<file path="config.mk">
export PLATFORM = sky130hd
export DESIGN_NAME = rect_raster_engine
export DESIGN_NICKNAME = d
export VERILOG_FILES = /design/src/rtl/rect_raster_engine.sv
export SDC_FILE = /design/constraint.sdc
export NUM_CORES = 1
export LEC_CHECK = 0
export CORE_ASPECT_RATIO = 0.7
export CORE_MARGIN = 10
export CORE_UTILIZATION = 30
export DETAILED_ROUTE_END_ITERATION = 8
export PLACE_DENSITY = 0.61
export SLEW_MARGIN = 20
export SYNTH_ARGS = -nofsm -noshare
export SYNTH_HDL_FRONTEND = slang
export SYNTH_SLANG_ARGS = --single-unit
</file>
<file path="constraint.sdc">
create_clock -name clk -period 2.7 [get_ports clk]
set_input_delay 0.405 -clock clk [delete_from_list [all_inputs] [get_ports clk]]
set_output_delay 0.405 -clock clk [all_outputs]
set_load 0.01 [all_outputs]
</file>
<file path="src/rtl/rect_raster_engine.sv">
// rtl/rect_raster_engine.sv - rectangle fill/blit rasteriser into the 640x480 RGB444 framebuffer
// Optional macro RRE_CLIP_EN: clamp bottom-right to the screen and skip empty rectangles.
module rect_raster_engine #(
    parameter int SCREEN_W    = 640,
    parameter int SCREEN_H    = 480,
    parameter int ROM_LATENCY = 1
) (
    input  logic        clk,
    input  logic        rst,
    input  logic        gp_en,
    input  logic        gp_opcode,
    input  logic [9:0]  gp_tl_x,
    input  logic [8:0]  gp_tl_y,
    input  logic [9:0]  gp_br_x,
    input  logic [8:0]  gp_br_y,
    input  logic [11:0] gp_arg,
    output logic        gp_finish,
    output logic        busy,
    output logic        vram_we,
    output logic [18:0] vram_addr,
    output logic [11:0] vram_data,
    output logic [19:0] rom_addr,
    input  logic [11:0] rom_data
);

    // Row-base arithmetic is a fixed shift-add for a 640 stride; one-cycle ROM only.
    if (ROM_LATENCY != 1 || SCREEN_W != 640 || SCREEN_H > 512) begin : g_bad_cfg
        $error("rect_raster_engine: unsupported configuration");
    end

    typedef enum logic [2:0] {
        IDLE,
        SETUP,
        RUN,
        FLUSH,
        DONE
    } state_t;

    state_t      state, state_next;

    logic        opcode_q;
    logic [9:0]  tl_x_q, br_x_q, x;
    logic [8:0]  tl_y_q, br_y_q, y;
    logic [11:0] arg_q;
    logic [18:0] row_base;
    logic [19:0] src;
    logic        blit_we_q;
    logic [18:0] blit_addr_q;
    logic        gp_finish_q;

    logic [18:0] pix_addr;
    logic        fill_we;
    logic        last_pix;
    logic [9:0]  br_x_c;
    logic [8:0]  br_y_c;
    logic        rect_empty;

`ifdef RRE_CLIP_EN
    always_comb begin
        br_x_c     = (br_x_q > 10'(SCREEN_W - 1)) ? 10'(SCREEN_W - 1) : br_x_q;
        br_y_c     = (br_y_q > 9'(SCREEN_H - 1)) ? 9'(SCREEN_H - 1) : br_y_q;
        rect_empty = (tl_x_q > br_x_c) || (tl_y_q > br_y_c);
    end
`else
    always_comb begin
        br_x_c     = br_x_q;
        br_y_c     = br_y_q;
        rect_empty = 1'b0;
    end
`endif

    assign pix_addr = row_base + {9'd0, x};
    assign last_pix = (x == br_x_q) && (y == br_y_q);
    assign fill_we  = (state == RUN) && !opcode_q;

    always_comb begin
        state_next = state;
        case (state)
            IDLE:    if (gp_en) state_next = SETUP;
            SETUP:   state_next = rect_empty ? DONE : RUN;
            RUN:     if (last_pix) state_next = opcode_q ? FLUSH : DONE;
            FLUSH:   state_next = DONE;
            DONE:    if (!gp_en) state_next = IDLE;
            default: state_next = IDLE;
        endcase
    end

    always_ff @(posedge clk) begin
        if (rst) begin
            state       <= IDLE;
            opcode_q    <= 1'b0;
            tl_x_q      <= '0;
            tl_y_q      <= '0;
            br_x_q      <= '0;
            br_y_q      <= '0;
            arg_q       <= '0;
            x           <= '0;
            y           <= '0;
            row_base    <= '0;
            src         <= '0;
            blit_we_q   <= 1'b0;
            blit_addr_q <= '0;
            gp_finish_q <= 1'b0;
        end else begin
            state       <= state_next;
            gp_finish_q <= (state_next == DONE);
            // Blit writes trail the ROM address by the ROM's one-cycle latency.
            blit_we_q   <= (state == RUN) && opcode_q;
            blit_addr_q <= pix_addr;
            case (state)
                IDLE: begin
                    if (gp_en) begin
                        opcode_q <= gp_opcode;
                        tl_x_q   <= gp_tl_x;
                        tl_y_q   <= gp_tl_y;
                        br_x_q   <= gp_br_x;
                        br_y_q   <= gp_br_y;
                        arg_q    <= gp_arg;
                    end
                end
                SETUP: begin
                    row_base <= ({10'd0, tl_y_q} << 9) + ({10'd0, tl_y_q} << 7);
                    x        <= tl_x_q;
                    y        <= tl_y_q;
                    src      <= {arg_q, 8'd0};
                    br_x_q   <= br_x_c;
                    br_y_q   <= br_y_c;
                end
                RUN: begin
                    src <= src + 20'd1;
                    if (x == br_x_q) begin
                        x        <= tl_x_q;
                        y        <= y + 9'd1;
                        row_base <= row_base + 19'(SCREEN_W);
                    end else begin
                        x <= x + 10'd1;
                    end
                end
                default: ;
            endcase
        end
    end

    always_comb begin
        vram_we   = fill_we | blit_we_q;
        vram_addr = '0;
        vram_data = '0;
        if (blit_we_q) begin
            vram_addr = blit_addr_q;
            vram_data = rom_data;
        end else if (fill_we) begin
            vram_addr = pix_addr;
            vram_data = arg_q;
        end
    end

    assign rom_addr  = ((state == RUN) && opcode_q) ? src : 20'd0;
    assign busy      = (state != IDLE);
    assign gp_finish = gp_finish_q;

endmodule

</file>
; ---- After elaboration in Yosys (flattened, before gate mapping)
; Cells that the tools add are included.
; Widths: inputs -> output; s select.
[word_totals]
ff_bits = 133
in_bits = 66
[op_classes]
add_sub_neg = 6
n_eq_ne = 8
n_mux = 17
n_bitwise = 1
reduce_logical = 9
[ops]
columns = operator, n
row1 = $mux 19, 3
row2 = $pmux 20 s2, 1
row3 = $pmux 19 s2, 1
row4 = $mux 12, 2
row5 = $add 20x1->20 const B, 1
row6 = $mux 20, 1
row7 = $pmux 10 s2, 1
row8 = $add 18x16->19, 1
row9 = $add 19x10->19, 1
row10 = $add 19x10->19 const B, 1
row11 = $pmux 9 s2, 1
row12 = $pmux 3 s5, 1
row13 = $mux 3, 4
row14 = $add 10x1->10 const B, 1
row15 = $eq 10x10->1, 1
row16 = $mux 10, 1
row17 = $add 9x1->9 const B, 1
row18 = $eq 9x9->1, 1
row19 = $mux 9, 1
row20 = $eq 3x2->1 const B, 2
row21 = $eq 3x3->1 const B, 2
row22 = $reduce_and 2->1, 2
row23 = $eq 3x1->1 const B, 1
row24 = $logic_and 1x1->1, 3
row25 = other kinds (6), 6

; ---- Depth between registers and ports, before layout
[depth]
ltp_word = 5
mapped_depth = 9
ltp_nobuf = 9

; ---- Least setup slack after synthesis
; OpenSTA, ideal clock, no wires.
[synth_path]
path_type = register to output
startpoint = register x[8]
endpoint = output port vram_addr[17]
arrival_ps = 1943
required_ps = 2295
path_slack_ps = 352
path_stages_with_launch = 8
path_buffers = 0
cell_sequence = dfxtp_1 ha_1 a21o_1 a21oi_1 nor3_1 nand4_1 xor2_1 o21ai_0
[synth_via]
elab_chain_cells = 3
[synth_lines]
columns = element, line
row1 = from (decl), 42  ; logic [9:0] tl_x_q, br_x_q, x;
row2 = from (signal assigned), 123  ; x <= tl_x_q;
row3 = from (signal assigned), 132  ; x <= tl_x_q;
row4 = from (signal assigned), 136  ; x <= x + 10'd1;
row5 = $add 19x10->19, 72  ; assign pix_addr = row_base + {9'd0, x};
row6 = $mux 19, 151  ; end else if (fill_we) begin
row7 = $mux 19, 148  ; if (blit_we_q) begin
row8 = to (decl), 20  ; output logic [18:0] vram_addr,
; Every way passes these cells.

; ---- Worst setup path after layout
[layout_path]
startpoint = register state[2]
endpoint = output port vram_addr[4]
[layout_via]
elab_chain_cells = 4
[layout_lines]
columns = element, line
row1 = from (decl), 39  ; state_t state, state_next;
row2 = from (signal assigned), 105  ; state <= state_next;
row3 = $eq 3x2->1, 74  ; assign fill_we = (state == RUN) && !opcode_q;
row4 = $logic_and 1x1->1, 74
row5 = $mux 19, 151
row6 = $mux 19, 148
; Every way passes these cells.

==> impl_results.md <==
- Period utilisation layout: 96.1%
- Port-buffer cells: 119
- Worst Setup SP: state[2]
- Fin util: 42.0%
- Clk pwr share: 43.0%
- Family with the most delay on the worst path: buffers and inverters
- Hold_sp: tl_x_q[9]
- Sink Count: 126
- Worst-skew pair later-pin latency: 0.43 ns
- Max-Cap Viols: 0
- Yosys warning count: 0
- Pint: 3.88 mW
- Hold violation total from the final report: 0
- Met3 wire length: 1530 µm
- Slew @ Worst Pin: 0.792 ns
- First-pass GRT wire length: 32500 µm
- Simple-Gate Fraction of Synth Area: 26.0%
- Root Buffer: clkbuf_16
- Max_slew headroom: 47.2%
- Post-synthesis mux area share: 1.48%
- Clk slew on worst S/H paths: 0.06 ns
- Top sig layer: met5
- Drt first pass iters: 5
- # rows: 44
- Top post-synthesis cells by area: dfxtp_1 39%, nand2_1 8.6%, a21oi_1 7.0%
- FF+latch count, synth: 126
- CP Buf/Inv Count: 2
- Slew Viols, Final: 0
- Netlist Area Pre-Place: 6500 µm²
- Power Density: 619 nW/µm²
- Compound-gate portion of the synthesized area: 21.3%
- Status: finished clean
- WL/cell: 17.0 µm
- GRT Util Overall: 14.4%
- Pleak: 3.43 nW
- Critical path arrival: 2.19 ns
- Die Wd: 196 µm
- Vias per inst: 5.11
- M1 WL: 10900 µm
- Hold slack: 0.457 ns
- Kind of critical path: reg -> out
- Gpl congestion: 0.867
- FF-to-FF Start: x[2]
- H-tree Lvls: 4
- Fmax: 385 MHz
- Post-route ant nets: 0
- Final #Nets: 1033
- Core footprint: 21000 µm²
- Async set-reset flop share out of synthesis: 0%
- Fill count: 2108
- Dominant cell type by area after synthesis: dfxtp_1
- EDFF count, synth: 0
- TritonCTS buffer count: 17
- Combinational cell fraction of total power: 18.2%
- CP Capture Type: output pin
- Layout cells sized above 1: 11.6%
- Clock buffer depth: 2
- Die area: 28000 µm²
- Final wirelength: 21100 µm
- Largest family of logic cells by synthesized area: simple AND/OR/NAND/NOR gates
- P_sw: 1.59 mW
- Diode count: 0
- Gate Count Post-Synth: 831
- TritonCTS clock tree: built
- Top-area cell type share of the netlist area: 38.8%
- Synth Area in XOR/XNOR: 4.97%
- Total congestion overflow: 0
- Final setup fails: 0
- Sequential area share after synthesis: 38.8%
- Post-synth cell types: 65
- I/O pin total: 120
- Count leader, synth: nand2_1
- Crit path required time: 2.30 ns
- Seq pwr share: 38.8%
- Initial antenna violation count: 2
- Worst min-delay path category: reg -> reg
- Largest net degree at the start of global routing: 75
- Area grow syn2layout: 36.0%
- Adder-cell area share of the yosys netlist: 3.00%
- Clock period minus worst slack: 2.59 ns
- Clock Skew: 0.00747 ns
- Slowest CP cell: clkdlybuf4s50_1
- Via Count: 6345
- Initial Util: 30.9%
- Worst ir drop on vdd: 0.419 mV
- DR WL met2: 8500 µm
- DRC violations left: 0
- Commonest cells post-synth: 149 x nand2_1, 126 x dfxtp_1, 91 x a21oi_1
- Die H: 143 µm
- Worst-path cell chain: nand2b_1 -> or2_4 -> nor3_4 -> buf_6 -> a22o_1 -> clkdlybuf4s50_1
- Vias in the first global route: 5796
- Synthesized net count: 912
- RSZ-0062 raised after global routing: yes
- Net Sw Frac: 29.1%
- Post-synth top flop: dfxtp_1
- Critical-path maximum fanout: 12
- HPWL Detailed: 15300 µm
- Setup crit start kind: flip-flop
- Iter 0 DRT Violations: 535
- Delay of the slowest critical-path stage: 0.56 ns
- Avg Cell Area, Syn: 7.82 µm²
placed cells by master (no fill, tap or decap), types with 4 or more instances in the layout:
master / instances
a21oi_1: 90
nor4_1: 4
o32ai_1: 5
ha_1: 13
a22o_1: 23
inv_1: 12
xnor2_1: 20
or3_1: 9
nand2_1: 149
nand2b_1: 12
xor2_1: 14
nor3_1: 21
clkdlybuf4s50_1: 98
mux2i_1: 4
buf_4: 39
a211oi_1: 12
o31ai_1: 4
nor2_1: 59
o21a_1: 6
nand4_1: 15
dlymetal6s2s_1: 11
or4_1: 4
buf_6: 4
dfxtp_1: 124
clkbuf_16: 17
nor2b_1: 16
and3_1: 18
mux2_2: 5
nand3_1: 18
o21ai_0: 31
o211ai_1: 4
a31oi_1: 10
path summary, 6_finish.rpt:
kind | slack, ns | depth (start not counted) | endpoint
worst min register to register | 0.46 | 2 | tl_x_q[9]
worst max register to register | 0.46 | 7 | y[3]
worst max-delay path | 0.11 | 6 | vram_addr[4]
worst min-delay path | 0.46 | 2 | tl_x_q[9]
power groups by stage:
| stage | clock [mW] | sequential [mW] | combinational, mW |
|---|---|---|---|
| floorplan | 0 | 2.11 | 0.596 |
| global placement | 0 | 2.16 | 0.958 |
| detailed placement | 0 | 2.16 | 0.970 |
| CTS | 2.40 | 2.12 | 0.976 |
| global route | 2.47 | 2.14 | 1.10 |
| finish | 2.35 | 2.13 | 0.994 |
worst min-delay path, cell delays in order, from the launching register on:
cell	delay, ns
dfxtp_1	0.31
nand2_1	0.05
a21oi_1	0.05
area by class of cell:
type                            count  area [µm²]  area share (%)
Multi-Input combinational cell    632        3760            42.5
Clock buffer                       19         433            4.90
Tap cell                          276         345            3.91
Clock inverter                     13         164            1.85
Timing Repair Buffer              163        1570            17.8
Inverter                           12        45.0           0.509
Sequential cell                   126        2520            28.6
stage by stage:
step	cell area (µm²)	worst slack, ns	power [mW]	TNS (ns)	instances
after detailed placement	8150	0.0292	3.13	0	1206
after global routing	8840	-0.0110	5.71	-0.0139	1241
after floorplan	6500	0.352	2.71	0	831
after global placement	8150	0.0403	3.12	0	1206
after CTS	8740	0.00707	5.49	0	1239
final	8840	0.106	5.47	0	1241
what timing repair did:
item	4_1_cts	5_1_grt
setup buffers	1	1
gates resized for setup	21	36
setup endpoints to repair	21	30
pin swaps	3	6
gates cloned	0	2
hold endpoints to repair	0	0
hold buffers	0	0
logic make-up (layout without fill, tap and decap cells):
kind of cell               Yosys count  count (layout)
buffers and inverters               73             207
AOI/OAI and AO/OA                  218             218
DFF                                126             126
muxes                                9               9
adders and majority gates           15              15
xor gates and xnor gates            36              36
and+or+nand+nor                    354             354
flip-flops by register name, summed over array words and instances (netlist names), 10 cells and up:
register	count
arg_q	12
blit_addr_q	19
tl_x_q	10
br_x_c	10
row_base	12
src	20
x	10
metal layers:
metal / track usage, % / vias to the layer above
met3: 4.19 / 20
met4: 3.57 / 4
met1: 21.4 / 2912
li1: - / 3176
met5: 0 / -
met2: 19.5 / 233
No activity file was read; power rests on OpenSTA's default activity.
